$ cat src/rtl/adc_hyst_digitizer.sv
// Multi-channel ADC threshold digitizer: per-channel hysteresis classification
// followed by a consecutive-sample debounce, with registered level and edge pulses.
module adc_hyst_digitizer #(
  parameter int CH      = 4,
  parameter int DW      = 12,
  parameter int TH_HIGH = 1884,
  parameter int TH_LOW  = 819,
  parameter int DEB     = 4,
  parameter int CHW     = (CH > 1) ? $clog2(CH) : 1
) (
  input  logic           clk,
  input  logic           rst,
  input  logic           sample_valid,
  input  logic [CHW-1:0] sample_ch,
  input  logic [DW-1:0]  adc_data,
  output logic [CH-1:0]  sig_out,
  output logic [CH-1:0]  rise,
  output logic [CH-1:0]  fall,
  output logic           ch_err
);

  localparam int CNTW = $clog2(DEB + 1);
  localparam logic [DW-1:0]   TH_HIGH_C = DW'(TH_HIGH);
  localparam logic [DW-1:0]   TH_LOW_C  = DW'(TH_LOW);
  localparam logic [CNTW-1:0] DEB_LAST  = CNTW'(DEB - 1);
  localparam logic [CHW:0]    CH_LIM    = (CHW + 1)'(CH);

  // Handshake: sample_valid is a single-cycle qualifier with no ready; every
  // cycle with sample_valid high is consumed, so back-to-back beats are legal.

  logic [CNTW-1:0] cnt_q [CH];
  logic [CNTW-1:0] cnt_d [CH];
  logic [CH-1:0]   sig_d, rise_d, fall_d;
  logic            err_d;
  logic            in_range, above, below, cand;

  assign in_range = ({1'b0, sample_ch} < CH_LIM);
  assign above    = (adc_data > TH_HIGH_C);
  assign below    = (adc_data < TH_LOW_C);

  always_comb begin
    sig_d  = sig_out;
    rise_d = '0;
    fall_d = '0;
    err_d  = 1'b0;
    cand   = 1'b0;
    for (int i = 0; i < CH; i++) cnt_d[i] = cnt_q[i];
    if (sample_valid) begin
      err_d = ~in_range;
      for (int i = 0; i < CH; i++) begin
        if (in_range && sample_ch == CHW'(i)) begin
          // Values inside the band, including both thresholds, hold the level.
          cand = above ? 1'b1 : (below ? 1'b0 : sig_out[i]);
          if (cand == sig_out[i]) begin
            cnt_d[i] = '0;
          end else if (cnt_q[i] == DEB_LAST) begin
            sig_d[i]  = ~sig_out[i];
            rise_d[i] = ~sig_out[i];
            fall_d[i] = sig_out[i];
            cnt_d[i]  = '0;
          end else begin
            cnt_d[i] = cnt_q[i] + CNTW'(1);
          end
        end
      end
    end
  end

  always_ff @(posedge clk or negedge rst) begin
    if (!rst) begin
      sig_out <= '0;
      rise    <= '0;
      fall    <= '0;
      ch_err  <= 1'b0;
      for (int i = 0; i < CH; i++) cnt_q[i] <= '0;
    end else begin
      sig_out <= sig_d;
      rise    <= rise_d;
      fall    <= fall_d;
      ch_err  <= err_d;
      for (int i = 0; i < CH; i++) cnt_q[i] <= cnt_d[i];
    end
  end

endmodule
$ cat config.mk
export PLATFORM = sky130hd
export DESIGN_NAME = adc_hyst_digitizer
export DESIGN_NICKNAME = d
export VERILOG_FILES = /design/src/rtl/adc_hyst_digitizer.sv
export SDC_FILE = /design/constraint.sdc
export NUM_CORES = 1
export LEC_CHECK = 0
export CAP_MARGIN = 5
export CORE_ASPECT_RATIO = 1.1
export CORE_MARGIN = 2
export CORE_UTILIZATION = 39
export DETAILED_ROUTE_END_ITERATION = 10
export PLACE_DENSITY_LB_ADDON = 0.25
export REMOVE_ABC_BUFFERS = 1
export SYNTH_ARGS = -nofsm -noshare
export SYNTH_HDL_FRONTEND = slang
export SYNTH_SLANG_ARGS = --single-unit
$ cat constraint.sdc
create_clock -name clk -period 1.7 [get_ports clk]
set_input_delay 0.255 -clock clk [delete_from_list [all_inputs] [get_ports clk]]
set_output_delay 0.255 -clock clk [all_outputs]
set_load 0.05 [all_outputs]
==> results of run 1 <==
## metrics by stage
step,area [sq um],instances,setup TNS (ns)
6_report,1710,202,-0.000908
5_1_grt,1710,202,-0.0624
4_1_cts,1650,199,0
3_5_place_dp,1600,195,-5.89
3_3_place_gp,1600,195,-5.59
2_1_floorplan,1190,117,0
## metal layers
layer  global-route usage, %  wire [um]
met5                       0          0
met4                    5.23         21
met3                    2.50        143
met2                    31.3       1430
met1                    18.0       1150
## Yosys cell counts (all sizes together) (3+ instances only)
cell,number
o21ai,4
o31ai,5
nand2,16
dfrtp,24
nand2b,7
nor3,8
a21oi,5
ha,4
inv,9
and2,4
or2,3
o41ai,11
## cells in the final DEF (no fill, tap or decap), drive strengths merged
cell type and n:
nand2 16, nand4 2, nand3 1, dfrtp 24, o211ai 2, a21oi 5, nand2b 7, or2 3
nand3b 2, a31oi 1, nor2b 1, or4 1, o31ai 5, bufinv 1, ha 4, conb 1
clkbuf 3, o41ai 11, a211oi 2, o21ai 4, and2 4, buf 31, inv 9, or3 2
nor3 8, or3b 1, clkdlybuf4s50 16, nor2 1
## state kept, by name, summed over array words and instances (netlist names)
register and cells:
fall 4, sig_out 4, rise 4, cnt_q 12
## how the worst max path moves through the flow
stage,from,to,slack (ns),cells past startpoint
5_1_grt,adc_data[0],cnt_q[11],-0.03,6
4_1_cts,adc_data[0],cnt_q[6],0.001,5
6_report,adc_data[5],cnt_q[6],-0.0009,5
3_5_place_dp,adc_data[5],cnt_q[11],-0.32,5
3_3_place_gp,adc_data[5],cnt_q[0],-0.30,5
2_1_floorplan,adc_data[5],cnt_q[4],0.22,4
## worst max-delay path: cells and delay by family
kind,cells,cell delay [ns]
AND/OR/NAND/NOR,2,0.89
buffers and inverters,1,0.43
AO/OA/AOI/OAI,2,0.32
## repair_timing
| item | 4_1_cts | 5_1_grt |
|---|---|---|
| endpoints found under the setup margin | 1 | 4 |
| resized for setup | 0 | 4 |
| setup buffers | 0 | 3 |
| pin swaps | 1 | 1 |
## report_power, final
| part | switching [W] | internal [W] |
|---|---|---|
| sequential | 0.0000489 | 0.000631 |
| clock | 0.000176 | 0.000238 |
| combinational | 0.000147 | 0.000149 |
| total | 0.000372 | 0.00102 |
## area by class of cell
type	instances	area, sq um
Fill cell	274	1290
Sequential cell	24	601
Multi-Input combinational cell	84	583
Timing Repair Buffer	47	393
Tap cell	34	42.5
Inverter	9	33.8
Clock inverter	1	30.0
Clock buffer	3	22.5
## cell families after synthesis
family / Yosys count
AND/OR/NAND/NOR: 49
AO/OA/AOI/OAI: 30
flip-flops: 24
buffers and inverters: 11
adder cells (fa/ha/maj): 4
other: 1
==> results.py, run 1 <==
metrics = {
    "outcome": {
        "status": "finished with violations",
        "violations": "setup timing",
    },
    "setup_path": {
        "rr_worst_depth": 4,
        "cp.required_ns": 1.90,
        "worstSetupStartpointType": "input pin",
        "end_kind": "flop",
        "r2r_setup_slack_ns": 0.33,
        "reg2reg_from": "cnt_q[9]",
        "rr_endpoint": "cnt_q[9]",
        "arrival_ns": 1.90,
        "critPathMaxStageDelay_ns": 0.52,
        "crit_path_top_delay_cell": "or4_4",
        "path_cells": "clkdlybuf4s50_1, or3_1, or4_4, a21oi_4, o41ai_2",
        "crit_fanout": 5,
        "worstSetupPathType": "in -> reg",
    },
    "timing": {
        "skew_ns": 0.0200,
        "fin_hold_ws_ns": 0.265,
        "fin_crit_sh_pct": 100,
        "finalWorstSetupSlack_ns": -0.000908,
        "layout_min_cycle_time_ns": 1.70,
        "final-hold-violation-count": 0,
        "slew_violations": 0,
        "rsz0062_at_grt": "yes",
        "fmax_ghz": 0.588,
        "finalSetupViolations": 1,
    },
    "power": {
        "power_density_nw_per_um2": 816,
        "leakagePower_nw": 0.783,
        "power_w": 0.00139,
        "ir_worst_vdd_mv": 0.628,
    },
    "logic_synthesis": {
        "dominantRegCellSynth": "dfrtp_1",
        "synth_compound_area_share_pct": 19.5,
        "yosysUniqueCellTypes": 27,
        "synth_warnings": 0,
        "synth_edf_count": 0,
        "ys_ff_latch": 24,
        "synth_area_sq_um": 1200,
        "syn_inst": 119,
        "synthAdderAreaFrac_pct": 4.17,
        "ys_seq_area_share_pct": 50.1,
        "synth_top_area_share_pct": 50.1,
        "muxShareOfSynthArea_pct": 0,
        "synth_top_area_cell": "dfrtp_1",
        "avgSynthCellArea_sq_um": 10.1,
        "synth_xor_area_share_pct": 0,
        "synthSimpleGateAreaFrac_pct": 22.1,
        "synth.area.top_cells": "dfrtp_1, o41ai_1, nand2_1",
        "synthArstFlopShare_pct": 100,
        "synth_top_family_by_area": "simple AND/OR/NAND/NOR gates",
    },
    "global_routing": {
        "antenna_found_initial": 0,
        "grt_overflow": 0,
        "first_global_vias": 1134,
        "grtUsageTotal_pct": 16.4,
        "grt_pass1_wl_um": 4640,
        "grt_max_degree": 25,
    },
    "clock_tree": {
        "clk_pin_slew_ns": 0.15,
        "clock_latency_ns": 0.32,
        "cts-root-buf": "clkbuf_4",
        "numCtsBuffers": 3,
        "cts_hold_buf": 0,
        "cts.sinks": 24,
        "cts.path.max_buffers": 2,
        "h-tree-depth": 1,
        "cts_tree": "done",
    },
    "drt": {
        "first_pass_iters": 4,
        "drt_iter0_markers": 24,
        "wl_um": 2740,
        "vias": 1102,
        "drc": 0,
        "via_per_inst": 5.46,
        "ant_nets": 0,
        "drt-wirelength-per-cell_um": 13.6,
    },
    "placed_design": {
        "dp_hpwl_um": 2090,
        "dpl_worst_slack_ns": -0.320,
        "port_buffers": 28,
        "gp_congestion": 0.701,
    },
    "floorplanning": {
        "die_x_um": 56.9,
        "rows": 21,
        "initial_core_util_pct": 40.1,
        "die-area_sq_um": 3540,
        "chipHeight_um": 62.2,
        "ios": 30,
        "design.core.area_sq_um": 3000,
    },
    "final_layout": {
        "layout.nets": 190,
        "antennaDiodeCount": 0,
        "syn2layout_area_growth_pct": 42.1,
        "final_core_util_pct": 56.9,
        "drive_above_1_share_pct": 27.4,
    },
    "worst_hold_path": {
        "hold_class": "in -> async",
    },
    "run": {
        "cap_violations": 0,
    },
}
(Power assumes the default switching activity.)
==> inputs of run 2 (changes only) <==
GPL_TIMING_DRIVEN = 0   (was unset)
PLACE_DENSITY = 0.67   (was unset)
PLACE_DENSITY_LB_ADDON = unset   (was 0.25)
==> run 2 against run 1 <==
The run now ends clean. Final area fell by 8.4%. Critical path depth did not move. Global-route usage fell by 1.7 points. Die area did not move. Critical path type unchanged. Critical endpoint is now cnt_q[7].
==> results.py, run 2 (synthesized netlist as in run 1, its figures left out) <==
metrics = {
    "floorplanning": {
        "initial_core_util_pct": 40.1,
        "die-area_sq_um": 3540,
        "chipHeight_um": 62.2,
        "design.core.area_sq_um": 3000,
        "rows": 21,
        "ios": 30,
        "die_x_um": 56.9,
    },
    "global_routing": {
        "grt_overflow": 0,
        "grt_busiest_layer": "met2",
        "use_met2_pct": 27.4,
        "grtUsageTotal_pct": 14.7,
        "grtUsageMet3_pct": 3.33,
        "grt_max_degree": 25,
        "use_met1_pct": 14.7,
        "first_global_vias": 989,
        "grt_pass1_wl_um": 4030,
        "antenna_found_initial": 0,
    },
    "timing": {
        "finalSetupViolations": 0,
        "slew_violations": 0,
        "rsz0062_at_grt": "yes",
        "skew_ns": 0.00809,
        "slew_headroom_pct": 28.8,
        "worst_pin_slew_ns": 1.07,
        "fin_crit_sh_pct": 98.8,
        "layout_min_cycle_time_ns": 1.68,
        "fmax_ghz": 0.595,
        "final-hold-violation-count": 0,
    },
    "final_layout": {
        "seq_area_sq_um": 601,
        "fin_area_sq_um": 1560,
        "layout_commonest_cell": "dfrtp_1",
        "layout_common_cells": "dfrtp_1, clkdlybuf4s50_1, nand2_1",
        "regMostFlops": "cnt_q",
        "multiInputGateArea_sq_um": 553,
        "drive_above_1_share_pct": 10.6,
        "layout.nets": 173,
        "largest_reg_flops": 12,
        "antennaDiodeCount": 0,
        "fill_cells": 283,
        "syn2layout_area_growth_pct": 30.2,
    },
    "clock_tree": {
        "cts-root-buf": "clkbuf_4",
        "cts_tree": "done",
        "cts.path.max_buffers": 2,
        "clock_latency_ns": 0.32,
        "cts_hold_buf": 0,
        "h-tree-depth": 1,
        "clk_pin_slew_ns": 0.14,
        "numCtsBuffers": 3,
        "cts.sinks": 24,
    },
    "setup_path": {
        "r2r_setup_slack_ns": 0.34,
        "crit_fanout": 5,
        "reg2reg_from": "cnt_q[6]",
        "arrival_ns": 1.89,
        "critPathMaxStageDelay_ns": 0.48,
        "path_cells": "clkdlybuf4s50_1, or3_1, or4_4, a21oi_2, o41ai_1",
        "crit_path_top_delay_cell": "or4_4",
        "cp.required_ns": 1.91,
        "end_kind": "flop",
        "rr_endpoint": "sig_out[1]",
        "rr_worst_depth": 5,
        "worstSetupStartpointType": "input pin",
        "worstSetupPathType": "in -> reg",
    },
    "worst_hold_path": {
        "hold_class": "in -> async",
    },
    "power": {
        "ir_worst_vdd_mv": 0.426,
        "leakagePower_nw": 0.728,
        "power_density_nw_per_um2": 860,
        "power_w": 0.00134,
    },
    "placed_design": {
        "dp_hpwl_um": 1850,
        "place_area_sq_um": 1510,
        "gp_congestion": 0.679,
        "port_buffers": 28,
    },
    "drt": {
        "vias": 1010,
        "wl_um": 2370,
        "drt_iter0_markers": 32,
        "drc": 0,
        "first_pass_iters": 4,
        "drt-wirelength-per-cell_um": 12.8,
        "via_per_inst": 5.46,
        "ant_nets": 0,
    },
    "run": {
        "cap_violations": 0,
    },
    "outcome": {
        "status": "complete, no violations",
    },
}
-- run 2: changes by cell type in the layout (fill, tap and decap cells not counted), sizes merged --
cell | previous run | this run
buf | 31 | 2
dlygate4sd2 | 0 | 12
-- run 2: worst max-delay path, delay by kind of cell --
kind,cells,cell delay (ns)
simple gates,2,0.86
buf+inv,1,0.44
compound gates,2,0.34
-- run 2: stage by stage --
stage               cells  TNS [ns]  worst slack [ns]  hold slack, ns  utilization, %
global placement      179     -6.51            -0.379           0.464            50.4
finish                185         0            0.0201           0.497            52.2
CTS                   183         0            0.0139           0.503            51.7
detailed placement    179     -6.34            -0.357           0.476            50.4
floorplan             117         0             0.216         -0.0406               -
global route          185   -0.0451           -0.0173           0.514            52.2
-- run 2: layout make-up --
cell class / instances / area share, %
multi-input cells: 84 / 35.4
repair buffers: 30 / 17.9
well taps: 34 / 2.72
clock buffers: 3 / 1.44
flip-flops and latches: 24 / 38.4
clock inverters: 1 / 1.92
inverters: 9 / 2.16
-- run 2: repair_timing --
action	CTS	global route
pin swaps	1	1
buffers inserted	0	2
gates resized for setup	12	0
setup endpoints to repair	13	15
-- run 2: how the worst max path moves through the flow --
stage | from | to | slack (ns) | cells past startpoint
finish | adc_data[5] | cnt_q[7] | 0.02 | 5
global route | adc_data[5] | cnt_q[10] | -0.02 | 5
detailed placement | adc_data[0] | cnt_q[1] | -0.36 | 5
floorplan | adc_data[5] | cnt_q[4] | 0.22 | 4
global placement | adc_data[0] | cnt_q[1] | -0.38 | 5
CTS | adc_data[6] | cnt_q[1] | 0.01 | 5
-- run 2: per-layer routing --
metal	vias to the layer above	routed length, um
met5	-	0
met3	2	115
met1	480	970
met2	25	1250
li1	503	-
met4	0	27
-- run 2: power by group --
group,internal [W],switching [W]
clock network,0.000238,0.000176
registers,0.000631,0.0000440
logic,0.000118,0.000137
==> inputs of run 3 (changes only) <==
REMOVE_ABC_BUFFERS = unset   (was 1)
==> run 3 against run 2 <==
Sequential cell count did not move. Largest cell class is now multi-input combinational cells. Non-clock buffer count rose by 1. Combinational power rose by 17%. Utilization rose by 2.8 points. Critical path depth did not move. Cell count rose by 0.54%. First-iteration DRC count fell by 59%. Maximum frequency rose by 0.44%. Register-to-register slack got worse by 0.06 ns. Power fell by 5.3%. Count of clock-buffer cells in the layout rose by 1. Clock power fell by 28%.
==> results.py, run 3 (synthesized netlist as in run 1, its figures left out) <==
metrics = {
    "setup_path": {
        "cp.required_ns": 1.90,
        "worstSetupStartpointType": "input pin",
        "end_kind": "flop",
        "crit_path_top_delay_cell": "or4_4",
        "path_cells": "clkdlybuf4s50_1, nand4_1, or4_4, a21oi_4, o41ai_2",
        "crit_fanout": 5,
        "rr_worst_depth": 4,
        "reg2reg_from": "cnt_q[9]",
        "crit_family": "simple AND/OR/NAND/NOR gates",
        "rr_endpoint": "cnt_q[9]",
        "critPathMaxStageDelay_ns": 0.62,
        "cp_num_buf_inv": 1,
        "arrival_ns": 1.87,
        "r2r_setup_slack_ns": 0.28,
        "worstSetupPathType": "in -> reg",
    },
    "final_layout": {
        "stdcell_count": 186,
        "syn2layout_area_growth_pct": 37.1,
        "fill_cells": 296,
        "final_core_util_pct": 54.9,
        "layout_common_cells": "dfrtp_1, nand2_1, clkdlybuf4s50_1",
        "drive_above_1_share_pct": 15.1,
        "layout_commonest_cell": "dfrtp_1",
        "layout.nets": 174,
        "regMostFlops": "cnt_q",
        "antennaDiodeCount": 0,
        "largest_reg_flops": 12,
    },
    "timing": {
        "final-hold-violation-count": 0,
        "skew_ns": 0.00184,
        "layout_min_cycle_time_ns": 1.67,
        "fin_hold_ws_ns": 0.502,
        "fin_crit_sh_pct": 98.4,
        "finalSetupViolations": 0,
        "finalWorstSetupSlack_ns": 0.0274,
        "rsz0062_at_grt": "no",
        "slew_violations": 0,
        "worst_pin_slew_ns": 1.05,
        "slew_headroom_pct": 30.0,
        "fmax_ghz": 0.598,
    },
    "clock_tree": {
        "cts_tree": "done",
        "clk_pin_slew_ns": 0.13,
        "numCtsBuffers": 3,
        "cts-root-buf": "clkbuf_4",
        "cts.path.max_buffers": 2,
        "cts.sinks": 24,
        "clock_latency_ns": 0.31,
        "h-tree-depth": 1,
    },
    "drt": {
        "drc": 0,
        "first_pass_iters": 4,
        "ant_nets": 0,
        "vias": 1030,
        "drt-wirelength-per-cell_um": 13.8,
        "drt_iter0_markers": 13,
        "via_per_inst": 5.54,
        "wl_um": 2570,
    },
    "outcome": {
        "status": "complete, no violations",
    },
    "floorplanning": {
        "rows": 21,
        "initial_core_util_pct": 40.1,
        "die-area_sq_um": 3540,
        "ios": 30,
        "chipHeight_um": 62.2,
        "design.core.area_sq_um": 3000,
        "die_x_um": 56.9,
    },
    "power": {
        "power_w": 0.00127,
        "leakagePower_nw": 0.777,
        "ir_worst_vdd_mv": 0.435,
        "power_density_nw_per_um2": 774,
    },
    "placed_design": {
        "port_buffers": 28,
        "dp_hpwl_um": 1970,
        "gp_congestion": 0.749,
        "dpl_worst_slack_ns": -0.326,
        "dp.cells": 181,
    },
    "global_routing": {
        "first_global_vias": 1114,
        "grt_overflow": 0,
        "use_met2_pct": 30.5,
        "grtUsageTotal_pct": 16.0,
        "grtUsageMet3_pct": 2.92,
        "use_met1_pct": 16.2,
        "grt_pass1_wl_um": 4510,
        "grt_busiest_layer": "met2",
        "antenna_found_initial": 0,
        "grt_max_degree": 25,
    },
    "run": {
        "cap_violations": 0,
    },
    "logic_synthesis": {
        "synth.net_count": 140,
    },
    "worst_hold_path": {
        "hold_class": "in -> async",
    },
}
-- run 3: layout make-up --
cell class / instances / area [sq um] / share of cell area (%)
multi-input combinational: 84 / 626 / 38.0
sequential: 24 / 601 / 36.5
timing repair buffer: 29 / 292 / 17.7
tap: 34 / 42.5 / 2.59
clock buffer: 4 / 36.3 / 2.21
inverter: 9 / 33.8 / 2.05
buffer: 2 / 15.0 / 0.913
-- run 3: worst reg2reg max path, delay by kind of cell (launching register included) --
family                   cells  cell delay [ns]
AO/OA/AOI/OAI                1             0.24
AND/OR/NAND/NOR              2             0.47
flip-flops                   1             0.42
adder cells (fa/ha/maj)      1             0.22
-- run 3: repair_timing --
item / CTS / global route
endpoints found under the hold margin: 0 / 0
hold buffers: 0 / 0
endpoints found under the setup margin: 12 / 7
resized for setup: 12 / 18
setup buffers: 0 / 1
pin swaps: 0 / 7
-- run 3: worst max path at each step --
stage	startpoint	end	slack, ns	depth (start not counted)
6_report	adc_data[6]	cnt_q[10]	0.03	5
4_1_cts	adc_data[5]	cnt_q[9]	0.02	5
3_5_place_dp	adc_data[5]	cnt_q[7]	-0.33	5
5_1_grt	sample_valid	cnt_q[9]	0.005	4
3_3_place_gp	adc_data[5]	cnt_q[4]	-0.31	5
2_1_floorplan	adc_data[5]	cnt_q[4]	0.22	4
-- run 3: where the power goes --
| group | leakage [nW] | internal [W] | switching, W |
|---|---|---|---|
| Sequential | 0.311 | 0.000631 | 0.0000462 |
| Clock | 0.0210 | 0.000131 | 0.000168 |
| Combinational | 0.445 | 0.000141 | 0.000157 |
| Total | 0.777 | 0.000903 | 0.000371 |
-- run 3: metrics by stage --
stage | instance area, sq um | TNS [ns]
floorplan | 1200 | 0
global placement | 1520 | -5.40
detailed placement | 1520 | -5.79
CTS | 1540 | 0
global route | 1650 | 0
finish | 1650 | 0
-- run 3: metal layers --
layer	up-vias	share of wire (%)	wire (um)
met1	503	38	973
met4	0	0.62	16
met3	2	4.4	113
met2	22	57	1470
met5	-	0	0
li1	503	-	-
